### config.mk
export PLATFORM = sky130hd
export DESIGN_NAME = avalon_st_enforcer_flat
export DESIGN_NICKNAME = d
export VERILOG_FILES = /design/src/rtl/avalon_st_enforcer_if.sv /design/src/rtl/avalon_st_enforcer.sv /design/src/flat_wrapper.sv
export SDC_FILE = /design/constraint.sdc
export NUM_CORES = 1
export LEC_CHECK = 0
export BUFFER_PORTS_ARGS = -buffer_cell sky130_fd_sc_hd__buf_2
export CORE_AREA = 4 4 104 106
export DETAILED_ROUTE_END_ITERATION = 16
export DIE_AREA = 0 0 108 110
export HOLD_SLACK_MARGIN = 0.1
export PLACE_DENSITY = 0.57
export SLEW_MARGIN = 10
export SYNTH_ARGS = -nofsm -noshare
export SYNTH_HDL_FRONTEND = slang
export SYNTH_SLANG_ARGS = --single-unit
### constraint.sdc
create_clock -name clk -period 1.12 [get_ports clk]
set_input_delay 0.168 -clock clk [delete_from_list [all_inputs] [get_ports clk]]
set_output_delay 0.168 -clock clk [all_outputs]
set_load 0.02 [all_outputs]
### src/rtl/avalon_st_enforcer_if.sv
// Avalon-ST stream bundle shared by the untrusted source and the enforced sink.
interface avalon_st_if #(
  parameter int DATA_WIDTH_IN_BYTES = 16
);
  localparam int EMPTY_W = (DATA_WIDTH_IN_BYTES > 1) ? $clog2(DATA_WIDTH_IN_BYTES) : 1;

  logic [8*DATA_WIDTH_IN_BYTES-1:0] data;
  logic                             valid;
  logic                             sop;
  logic                             eop;
  logic [EMPTY_W-1:0]               empty;
  logic                             rdy;

  modport master (output data, valid, sop, eop, empty, input rdy);
  modport slave  (input data, valid, sop, eop, empty, output rdy);
endinterface

### src/rtl/avalon_st_enforcer.sv
// Zero-latency Avalon-ST framing guard: drops out-of-packet beats, masks a
// repeated SOP, clears EMPTY on non-EOP beats and pulses a flag per violation.
module avalon_st_enforcer #(
  parameter int DATA_WIDTH_IN_BYTES = 16
) (
  input  logic        clk,
  input  logic        rst,
  avalon_st_if.slave  untrusted,
  avalon_st_if.master enforced,
  output logic        valid_out_of_packet,
  output logic        second_sop_indc
);

  localparam int EMPTY_W = (DATA_WIDTH_IN_BYTES > 1) ? $clog2(DATA_WIDTH_IN_BYTES) : 1;

  typedef enum logic {
    IDLE   = 1'b0,
    IN_PKT = 1'b1
  } state_e;

  state_e             state_q, state_d;
  logic               oop_q, oop_d;
  logic               ssop_q, ssop_d;
  logic               accept;
  logic               fwd;
  logic               fwd_sop;
  logic               fwd_eop;
  logic [EMPTY_W-1:0] fwd_empty;

  // A beat only moves when the sink can take it; ready passes straight through.
  assign accept = untrusted.valid & enforced.rdy;

  // Forwarding decision follows valid (so the sink sees a stable beat under
  // backpressure); state and flags only advance on an accepted beat.
  always_comb begin
    state_d   = state_q;
    fwd       = 1'b0;
    fwd_sop   = 1'b0;
    oop_d     = 1'b0;
    ssop_d    = 1'b0;
    unique case (state_q)
      IDLE: begin
        if (untrusted.valid && untrusted.sop) begin
          fwd     = 1'b1;
          fwd_sop = 1'b1;
        end
        if (accept) begin
          if (untrusted.sop) begin
            if (!untrusted.eop) state_d = IN_PKT;
          end else begin
            oop_d = 1'b1;
          end
        end
      end
      IN_PKT: begin
        fwd = untrusted.valid;
        if (accept) begin
          if (untrusted.sop) ssop_d  = 1'b1;
          if (untrusted.eop) state_d = IDLE;
        end
      end
      default: state_d = IDLE;
    endcase
  end

  assign fwd_eop   = fwd & untrusted.eop;
  assign fwd_empty = fwd_eop ? untrusted.empty : '0;

  assign untrusted.rdy  = enforced.rdy;
  assign enforced.data  = untrusted.data;
  assign enforced.valid = fwd;
  assign enforced.sop   = fwd_sop;
  assign enforced.eop   = fwd_eop;
  assign enforced.empty = fwd_empty;

  // Packet state and one-cycle violation pulses; reset abandons any open packet.
  always_ff @(posedge clk) begin
    if (!rst) begin
      state_q <= IDLE;
      oop_q   <= 1'b0;
      ssop_q  <= 1'b0;
    end else begin
      state_q <= state_d;
      oop_q   <= oop_d;
      ssop_q  <= ssop_d;
    end
  end

  assign valid_out_of_packet = oop_q;
  assign second_sop_indc     = ssop_q;

endmodule

### src/flat_wrapper.sv
// flat-port wrapper written by rule: the top's interface ports become plain ports
module avalon_st_enforcer_flat 
#(
  parameter int DATA_WIDTH_IN_BYTES = 16
)
  (clk, rst, valid_out_of_packet, second_sop_indc, untrusted_data, untrusted_valid, untrusted_sop, untrusted_eop, untrusted_empty, untrusted_rdy, enforced_data, enforced_valid, enforced_sop, enforced_eop, enforced_empty, enforced_rdy);
  avalon_st_if #(.DATA_WIDTH_IN_BYTES(DATA_WIDTH_IN_BYTES)) untrusted_i ();
  avalon_st_if #(.DATA_WIDTH_IN_BYTES(DATA_WIDTH_IN_BYTES)) enforced_i ();
  input  logic clk;
  input  logic rst;
  output logic valid_out_of_packet;
  output logic second_sop_indc;
  input wire logic [$bits(untrusted_i.data)-1:0] untrusted_data;
  input wire logic [$bits(untrusted_i.valid)-1:0] untrusted_valid;
  input wire logic [$bits(untrusted_i.sop)-1:0] untrusted_sop;
  input wire logic [$bits(untrusted_i.eop)-1:0] untrusted_eop;
  input wire logic [$bits(untrusted_i.empty)-1:0] untrusted_empty;
  output wire logic [$bits(untrusted_i.rdy)-1:0] untrusted_rdy;
  output wire logic [$bits(enforced_i.data)-1:0] enforced_data;
  output wire logic [$bits(enforced_i.valid)-1:0] enforced_valid;
  output wire logic [$bits(enforced_i.sop)-1:0] enforced_sop;
  output wire logic [$bits(enforced_i.eop)-1:0] enforced_eop;
  output wire logic [$bits(enforced_i.empty)-1:0] enforced_empty;
  input wire logic [$bits(enforced_i.rdy)-1:0] enforced_rdy;
  assign untrusted_i.data = untrusted_data;
  assign untrusted_i.valid = untrusted_valid;
  assign untrusted_i.sop = untrusted_sop;
  assign untrusted_i.eop = untrusted_eop;
  assign untrusted_i.empty = untrusted_empty;
  assign untrusted_rdy = untrusted_i.rdy;
  assign enforced_data = enforced_i.data;
  assign enforced_valid = enforced_i.valid;
  assign enforced_sop = enforced_i.sop;
  assign enforced_eop = enforced_i.eop;
  assign enforced_empty = enforced_i.empty;
  assign enforced_i.rdy = enforced_rdy;
  avalon_st_enforcer #(.DATA_WIDTH_IN_BYTES(DATA_WIDTH_IN_BYTES)) u_core (.clk(clk), .rst(rst), .untrusted(untrusted_i), .enforced(enforced_i), .valid_out_of_packet(valid_out_of_packet), .second_sop_indc(second_sop_indc));
endmodule
==> flow_summary.yaml <==
setup_path:
  startpoint: "u_core.state_q"
  endpoint_kind: "primary output"
  cp_data_required_time_ps: 950
  worstPathArrival_ps: 1050
  worst_setup_path_start_kind: "register"
  r2r-end: "u_core.state_q"
  reg2reg_from: "u_core.state_q"
  reg2regPathDepth: 3
  crit_fanout: 5
  crit_type: "register to primary output"
  crit_end: "enforced_empty[2]"
  reg2reg_slack_ps: 300
clock_tree:
  htreeDepth: 1
  clock_path_buffers: 2
  path_clk_slew_ps: 30
  tritoncts: "yes"
  cts_buffers: 3
  post_cts_buffers: 0
  hold_buffers: 0
  clkLatencyLatePin_ps: 210
  cts_root_buf: "clkbuf_8"
  clock-sinks: 3
yosys:
  synth.distinct_cells: 13
  yosys-top-cells-area: "buf_4 86%, dfxtp_1 5.3%, and2_1 1.7%"
  ys_ff_latch: 3
  seq_area_frac_synth_pct: 5.339
  yosysTopAreaCellShare_pct: 86.10
  synth_warnings: 0
  synth_top_cell_by_area: "buf_4"
  syn_nets: 285
  synth.avg_cell_area_um2: 7.652
  netlist_area_um2: 1125
  synthCells: 147
drt:
  routed_wl_um: 3105
  postRouteAntennaNets: 0
  viasPerCell: 2.589
  vias: 453
  firstDrtPassIters: 4
  drtIter0Drc: 19
  drc: 0
  wire_per_inst_um: 17.74
timing:
  finalHoldViolCount: 0
  drv_slew: 0
  fin_ws_ps: -93.64
  whs_ps: 188.9
  setup_viol: 5
  period_needed_ps: 1214
  worst_clock_skew_ps: 0.1456
  fmax_mhz: 824.0
  tightest_slew_ps: 221.7
  setup_tns_ps: -397.1
  rsz0062_at_grt: "true"
  fin_crit_sh_pct: 108.4
  slew_headroom_pct: 85.12
final_layout:
  area_growth_pct: -54.17
  stdcell_count: 175
  antenna_cells: 0
  utilization_pct: 5.274
  drive_gt1_share_pct: 71.43
  final_area_um2: 515.5
  nets: 181
global_routing:
  grt_pass1_vias: 529
  grt_max_degree: 7
  antenna_found_initial: 0
  grt_overflow_total: 0
  grt.total_usage_pct: 4.463
  grt_pass1_wl_um: 3581
power:
  ir_worst_vdd_uv: 344.6
  total_power_mw: 0.5147
  power_leakage_nw: 0.1873
  cellPowerDensity_nw_per_um2: 998.5
status:
  status: "finished with violations"
  violations: "negative setup slack"
hold_path:
  min_path_type: "input pin to register"
place:
  placed_cell_area_um2: 425.4
  io_buffers: 19
  post-place-ws_ps: 66.23
  dp_cells: 171
  gp_congestion: 0.4536
  dp_hpwl_um: 2602
flow_run:
  cap_violations: 0
die:
  fp.dieArea_um2: 11880
  die_y_um: 110
  rows: 36
  pin_count: 276
  core_area_um2: 9774
  die_x_um: 108
  start_util_pct: 11.51
==> where the power goes <==
part | internal (mW) | switching [mW]
clock | 0.242 | 0.0673
sequential | 0.111 | 0.00165
combinational | 0.0446 | 0.0479
total | 0.398 | 0.117
==> cell families (layout without fill, tap and decap cells) <==
logic type / after synthesis / in the layout / share of synthesized area, %
compound gates: 4 / 4 / 3.561
simple gates: 10 / 10 / 4.672
flops: 3 / 3 / 5.339
buf+inv: 130 / 25 / 86.43
==> flip-flops by register name, indices dropped and copies added, names as in the netlist <==
register                    count
u_core.second_sop_indc          1
u_core.valid_out_of_packet      1
u_core.state_q                  1
==> worst min path at each step <==
stage / slack (ps) / start / to / cells past startpoint
4_1_cts: 180 / untrusted_eop / u_core.state_q / 2
2_1_floorplan: 240 / untrusted_sop / u_core.valid_out_of_packet / 1
3_3_place_gp: 340 / untrusted_data[111] / enforced_data[111] / 0
3_5_place_dp: 340 / untrusted_data[111] / enforced_data[111] / 0
5_1_grt: 190 / untrusted_eop / u_core.state_q / 2
6_report: 190 / untrusted_eop / u_core.state_q / 2
==> metal layers <==
layer	vias up	wire [um]	track usage, %
met3	54	1163	7.571
met4	0	400	6.943
met2	138	1273	6.306
met1	151	267	0.5256
li1	110	-	-
met5	-	0	0
==> cell type report <==
type	instances	area (um2)
clock buffers	4	45.04
fillers	1170	9259
inverters	1	3.754
multi-input cells	14	102.6
flip-flops and latches	3	61.31
well taps	133	166.4
repair buffers	20	136.4
==> worst max-delay path, cell delays in order (launching register included) <==
cell and delay [ps]:
dfxtp_2 320, o211a_4 250, and2_4 140, buf_6 120
==> repair_timing <==
action	4_1_cts	5_1_grt
resized for setup	15	1
pin swaps	6	0
endpoints found under the setup margin	7	7
==> synth_stat cells (all sizes together) <==
master	instances
a311oi	1
dfxtp	3
o211a	1
buf	129
nand3	1
nor3	1
o21a	1
and2	4
nor2	2
nand2	2
a31oi	1
inv	1
==> cells in the final DEF, fill, tap and decap left out <==
cell type	Yosys	routed
dfxtp_2	0	1
a311oi_1	1	1
nand2_1	2	2
nor2_1	2	1
buf_2	0	13
nand3_1	1	1
clkbuf_1	0	1
o211a_4	1	1
nor2_2	0	1
a31oi_1	1	1
inv_1	1	1
and2_4	1	4
buf_4	129	2
dfxtp_1	3	2
o21a_1	1	1
nor3_1	1	1
clkbuf_8	0	3
buf_6	0	5
No activity file was read; power rests on OpenSTA's default activity.
